File: src/rtl/backtrack_pkg.sv
// Shared types and constants for the bumper-recovery steering sequencer.
package backtrack_pkg;

    localparam int SERVO_W = 8;
    localparam logic [SERVO_W-1:0] SERVO_CENTER = 8'd128;

    typedef enum logic [2:0] {
        IDLE     = 3'd0,
        DEBOUNCE = 3'd1,
        REVERSE  = 3'd2,
        TURN     = 3'd3,
        COOLDOWN = 3'd4
    } seq_state_t;

endpackage

File: src/rtl/backtrack_sequencer_ms_tick_gen.sv
// Free-running millisecond prescaler: tick is high for one cycle each time the
// counter wraps from CLK_HZ/1000-1 back to 0.
module ms_tick_gen #(
    parameter int CLK_HZ = 100_000_000
) (
    input  logic clk,
    input  logic rst,
    output logic tick
);

    localparam int DIV = CLK_HZ / 1000;
    localparam int CW  = (DIV > 1) ? $clog2(DIV) : 1;
    localparam logic [CW-1:0] LAST = CW'(DIV - 1);

    logic [CW-1:0] cnt;

    always_ff @(posedge clk) begin
        if (rst) begin
            cnt <= '0;
        end else if (cnt == LAST) begin
            cnt <= '0;
        end else begin
            cnt <= cnt + 1'b1;
        end
    end

    assign tick = (cnt == LAST);

endmodule

File: src/rtl/backtrack_sequencer.sv
// Steering arbiter: passes SPI joystick commands to the servos and overrides them
// with a REVERSE/TURN/COOLDOWN manoeuvre on a debounced double-bumper hit.
// Optional BACKTRACK_STATS_EN adds saturating episode/abort counters.
// Handshake: spi_valid and out_valid are single-cycle strobes with no back-pressure;
// data on spi_x/spi_y is taken only in a cycle where spi_valid is high.
module backtrack_sequencer
    import backtrack_pkg::*;
#(
    parameter int CLK_HZ      = 100_000_000,
    parameter int DEBOUNCE_MS = 20,
    parameter int REVERSE_MS  = 3000,
    parameter int TURN_MS     = 2000,
    parameter int COOLDOWN_MS = 500,
    parameter logic [SERVO_W-1:0] REV_Y    = 8'd40,
    parameter logic [SERVO_W-1:0] TURN_L_X = 8'd60,
    parameter logic [SERVO_W-1:0] TURN_R_X = 8'd196
) (
    input  logic               clk,
    input  logic               rst,
    input  logic               x_bumper,
    input  logic               y_bumper,
    input  logic [SERVO_W-1:0] spi_x,
    input  logic [SERVO_W-1:0] spi_y,
    input  logic               spi_valid,
    output logic [SERVO_W-1:0] out_x,
    output logic [SERVO_W-1:0] out_y,
    output logic               out_valid,
    output logic               backtrack_active,
    output logic [2:0]         seq_state
`ifdef BACKTRACK_STATS_EN
    ,
    output logic [7:0]         bump_count,
    output logic [7:0]         abort_count
`endif
);

    // A state lasting N ms exits on the tick that would take the count to N.
    localparam logic [15:0] DEB_LAST = 16'(DEBOUNCE_MS - 1);
    localparam logic [15:0] REV_LAST = 16'(REVERSE_MS - 1);
    localparam logic [15:0] TRN_LAST = 16'(TURN_MS - 1);
    localparam logic [15:0] CD_LAST  = 16'(COOLDOWN_MS - 1);

    seq_state_t         state, state_nx;
    logic [15:0]        ms_cnt, ms_cnt_nx;
    logic [SERVO_W-1:0] out_x_nx, out_y_nx;
    logic               out_valid_nx;
    logic               turn_dir, turn_dir_nx;
    logic               ms_tick;
    logic               pass;
    logic               both;

    ms_tick_gen #(.CLK_HZ(CLK_HZ)) u_tick (
        .clk  (clk),
        .rst  (rst),
        .tick (ms_tick)
    );

    assign both = x_bumper & y_bumper;

    always_ff @(posedge clk) begin
        if (rst) begin
            state            <= IDLE;
            ms_cnt           <= '0;
            out_x            <= SERVO_CENTER;
            out_y            <= SERVO_CENTER;
            out_valid        <= 1'b0;
            backtrack_active <= 1'b0;
            turn_dir         <= 1'b0;
        end else begin
            state            <= state_nx;
            ms_cnt           <= ms_cnt_nx;
            out_x            <= out_x_nx;
            out_y            <= out_y_nx;
            out_valid        <= out_valid_nx;
            backtrack_active <= (state_nx == REVERSE) || (state_nx == TURN);
            turn_dir         <= turn_dir_nx;
        end
    end

    always_comb begin
        state_nx     = state;
        ms_cnt_nx    = ms_tick ? ms_cnt + 16'd1 : ms_cnt;
        out_x_nx     = out_x;
        out_y_nx     = out_y;
        out_valid_nx = 1'b0;
        turn_dir_nx  = turn_dir;
        pass         = 1'b0;

        case (state)
            IDLE: begin
                pass = 1'b1;
                if (both) state_nx = DEBOUNCE;
            end
            DEBOUNCE: begin
                pass = 1'b1;
                if (!both) state_nx = IDLE;
                else if (ms_tick && ms_cnt == DEB_LAST) state_nx = REVERSE;
            end
            REVERSE: begin
                out_valid_nx = ms_tick;
                if (ms_tick && ms_cnt == REV_LAST) state_nx = TURN;
            end
            TURN: begin
                out_valid_nx = ms_tick;
                if (ms_tick && ms_cnt == TRN_LAST) begin
                    state_nx    = COOLDOWN;
                    turn_dir_nx = ~turn_dir;
                end
            end
            COOLDOWN: begin
                pass = 1'b1;
                if (ms_tick && ms_cnt == CD_LAST) state_nx = IDLE;
            end
            default: state_nx = IDLE;
        endcase

        if (pass && spi_valid) begin
            out_x_nx     = spi_x;
            out_y_nx     = spi_y;
            out_valid_nx = 1'b1;
        end

        // Entry actions come last so the override beats same-cycle SPI data.
        if (state_nx != state) begin
            ms_cnt_nx = '0;
            case (state_nx)
                REVERSE: begin
                    out_x_nx     = SERVO_CENTER;
                    out_y_nx     = REV_Y;
                    out_valid_nx = 1'b1;
                end
                TURN: begin
                    out_x_nx     = turn_dir ? TURN_R_X : TURN_L_X;
                    out_y_nx     = SERVO_CENTER;
                    out_valid_nx = 1'b1;
                end
                COOLDOWN: begin
                    out_x_nx     = SERVO_CENTER;
                    out_y_nx     = SERVO_CENTER;
                    out_valid_nx = 1'b1;
                end
                default: ;
            endcase
        end
    end

    assign seq_state = state;

`ifdef BACKTRACK_STATS_EN
    always_ff @(posedge clk) begin
        if (rst) begin
            bump_count  <= '0;
            abort_count <= '0;
        end else begin
            if (state == TURN && state_nx == COOLDOWN && bump_count != 8'hFF)
                bump_count <= bump_count + 8'd1;
            if (state == DEBOUNCE && state_nx == IDLE && abort_count != 8'hFF)
                abort_count <= abort_count + 8'd1;
        end
    end
`endif

endmodule

File: config.mk
export PLATFORM = sky130hd
export DESIGN_NAME = backtrack_sequencer
export DESIGN_NICKNAME = d
export VERILOG_FILES = /design/src/rtl/backtrack_pkg.sv /design/src/rtl/backtrack_sequencer_ms_tick_gen.sv /design/src/rtl/backtrack_sequencer.sv
export SDC_FILE = /design/constraint.sdc
export NUM_CORES = 1
export LEC_CHECK = 0
export BUFFER_PORTS_ARGS = -buffer_cell sky130_fd_sc_hd__buf_2
export CORE_MARGIN = 2
export CORE_UTILIZATION = 50
export CTS_CLUSTER_SIZE = 12
export DETAILED_ROUTE_END_ITERATION = 8
export PLACE_DENSITY = 0.82
export SLEW_MARGIN = 10
export SYNTH_ARGS = -nofsm -noshare
export SYNTH_HDL_FRONTEND = slang
export SYNTH_SLANG_ARGS = --single-unit
File: constraint.sdc
create_clock -name clk -period 3.3 [get_ports clk]
set_clock_uncertainty 0.2 [all_clocks]
set_input_delay 0.165 -clock clk [delete_from_list [all_inputs] [get_ports clk]]
set_output_delay 0.165 -clock clk [all_outputs]
set_load 0.01 [all_outputs]
==> flow_summary.json <==
{
  "status": "complete, no violations",
  "grt_max_degree": 29,
  "cp.depth": 8,
  "grt_pass1_wl_mm": 10.0,
  "fin_cells": 416,
  "yosys.cell_count.top_type": "dfxtp_1",
  "cts_resized": 0,
  "first_iter_violations": 105,
  "dieArea_mm2": 0.00591,
  "cts-buffers-inserted": 5,
  "wl_per_cell_um": 13.8,
  "area_growth_pct": 18.9,
  "crit_top_cell": "and4_1",
  "start_kind": "flip-flop",
  "cp_cell_sequence": "ha_1 > and4_1 > and4_1 > a31oi_1 > a311oi_1 > o311ai_2 > buf_4 > o21ai_0",
  "die-height_um": 76.9,
  "worstPathArrival_ps": 2810,
  "cp_num_buf_inv": 1,
  "vdd_drop_max_v": 0.000177,
  "tns_ps": 0,
  "wirelength_mm": 5.76,
  "dp.cells": 393,
  "synthCells": 293,
  "final_nets": 368,
  "dp_hpwl_mm": 3.84,
  "synth_top_area_cell": "dfxtp_1",
  "synth-edff-count": 0,
  "cellPowerDensity_mw_per_mm2": 378,
  "synth_seq_cells": 55,
  "slew_viol_final": 0,
  "clock_latency_ps": 320,
  "crit_fanout": 14,
  "worst_pin_slew_ps": 621,
  "synth_nets": 316,
  "clockRootBuffer": "clkbuf_8",
  "hold_viol": 0,
  "cts_tree": "yes",
  "fillers": 431,
  "critical-path-slowest-cell": "a311oi_1",
  "min_path_type": "in -> reg",
  "clk_pin_slew_worst_paths_ps": 100,
  "postRouteAntennaNets": 0,
  "drv_cap": 0,
  "rsz0062_at_grt": "no",
  "slew_headroom_pct": 58.5,
  "drt_first_pass_iters": 4,
  "synthFlopType": "dfxtp_1",
  "drc": 0,
  "ys_seq_area_share_pct": 41.5,
  "synth_top_area_share_pct": 41.5,
  "syn_area_per_cell_um2": 9.06,
  "antennaDiodeCount": 0,
  "initial_utilization_pct": 52.0,
  "grt_pass1_vias": 2114,
  "viasPerCell": 5.44,
  "setup.worst_path.end_class": "flip-flop",
  "track_usage_pct": 20.9,
  "worst-setup-path-type": "reg -> reg",
  "fin_crit_ps": 2780,
  "setup_viol": 0,
  "async_flop_share_pct": 0,
  "ff2ff_path_depth": 8,
  "synthTopCellsByArea": "dfxtp_1 (41%), xor2_1 (5.9%), mux2i_1 (5.3%)",
  "drive_gt1_share_pct": 20.8,
  "fin_worst_hold_slack_ps": 67.0,
  "critical_path_required_ps": 3340,
  "num_vias": 2265,
  "syn-cell-area_mm2": 0.00266,
  "synth_cell_types": 48,
  "die_x_um": 76.9,
  "synthTopCellsByCount": "dfxtp_1 (55), nor2_1 (33), nand2_1 (23), xor2_1 (18), mux2i_1 (14)",
  "grt_overflow": 0,
  "io_pins": 42,
  "timing.fmax_mhz": 360,
  "rows": 26,
  "cts-htree-levels": 2,
  "cts.sinks": 55,
  "clockBufferDepth": 2,
  "cpPeakStageDelay_ps": 460,
  "coreArea_mm2": 0.00511,
  "gp_congestion": 0.880,
  "io_buffers": 41,
  "min_path_cells": 4,
  "cpLargestDelayFamily": "compound AO/OA/AOI/OAI gates",
  "fin_crit_sh_pct": 84.1,
  "yosysWarnings": 0,
  "power.leakage_nw": 1.22,
  "antenna_found_initial": 0
}
[layer usage]
metal / vias up / track usage (%) / wire length [um]
li1: 1142 / - / -
met2: 64 / 34.6 / 2700
met5: - / 0 / 0
met3: 7 / 4.24 / 264
met4: 0 / 6.73 / 82
met1: 1052 / 27.1 / 2720
[power by group]
part | switching (mW) | total, mW | internal, mW | leakage [nW]
clock | 0.227 | 0.399 | 0.172 | 0.0474
combinational | 0.0539 | 0.106 | 0.0519 | 0.721
sequential | 0.0100 | 0.689 | 0.679 | 0.447
[metrics by stage]
stage / worst slack [ps] / power (mW) / instance area [um^2] / util [%]
floorplan: 661 / 0.761 / 2660 / -
global placement: 608 / 0.793 / 2910 / 56.9
detailed placement: 534 / 0.795 / 2910 / 56.9
CTS: 508 / 1.21 / 3160 / 61.8
global route: 285 / 1.24 / 3160 / 61.8
finish: 524 / 1.19 / 3160 / 61.8
[final timing paths]
check | startpoint | to | slack (ps)
setup / recovery | u_tick.cnt[0] | out_y[5] | 520
hold / removal | spi_x[2] | out_x[2] | 70
setup reg to reg | u_tick.cnt[0] | out_y[5] | 520
hold reg to reg | u_tick.cnt[0] | u_tick.cnt[0] | 280
[tightest hold or removal path, cell delays in order]
cell and delay [ps]:
buf_2 70, mux2_2 140, nand2_1 50, o22ai_1 100
[flip-flops by register name, summed over array words and instances, names as in the netlist]
signal	flops
backtrack_active	1
ms_cnt	16
out_valid	1
out_x	8
out_y	8
seq_state	3
turn_dir	1
u_tick.cnt	17
[area by class of cell]
cell class                      count  area [um^2]  share of cell area (%)
Clock buffer                        6         82.6                    2.62
Clock inverter                      2         16.3                   0.515
Inverter                            5         18.8                   0.595
Multi-Input combinational cell    219         1470                    46.7
Sequential cell                    55         1100                    34.9
Tap cell                           70         87.6                    2.77
Timing Repair Buffer               59          378                    12.0
[what timing repair did]
item                                   4_1_cts  5_1_grt
hold buffers                                15        0
endpoints found under the hold margin       15        0
setup buffers                                0        0
[cell families after synthesis]
kind of cell / Yosys count / share of synthesized area (%)
flip-flops: 55 / 41.5
AO/OA/AOI/OAI: 29 / 7.59
adder cells (fa/ha/maj): 2 / 0.942
multiplexers: 18 / 7.07
XOR/XNOR: 28 / 9.24
AND/OR/NAND/NOR: 142 / 30.6
buffers and inverters: 19 / 3.06
[layout by cell type (no fill, tap or decap), types with 2 or more instances in the layout]
cell type      instances
nand4_1                9
and4_1                 4
inv_1                  5
mux2i_1               14
nor3b_1                2
nor2_1                33
nor4b_1                4
or2_2                  2
o21a_1                 2
xnor2_1               10
buf_4                  3
clkbuf_8               6
nor3_1                10
nand3_1               11
o21ai_0                7
a31oi_1                3
dlygate4sd3_1         15
or4_1                  2
or3_1                  4
nand2_1               23
nor2b_1                2
o31a_1                 2
xor2_1                18
nor4_1                 4
nor4bb_1               4
ha_1                   2
dfxtp_1               55
nor3_2                 9
o31ai_1                2
mux2_2                 3
nand2b_1               3
and3_1                 9
and2_1                 2
buf_2                 41
a21oi_1                6
Note: power is estimated with default switching activity, not from simulation.
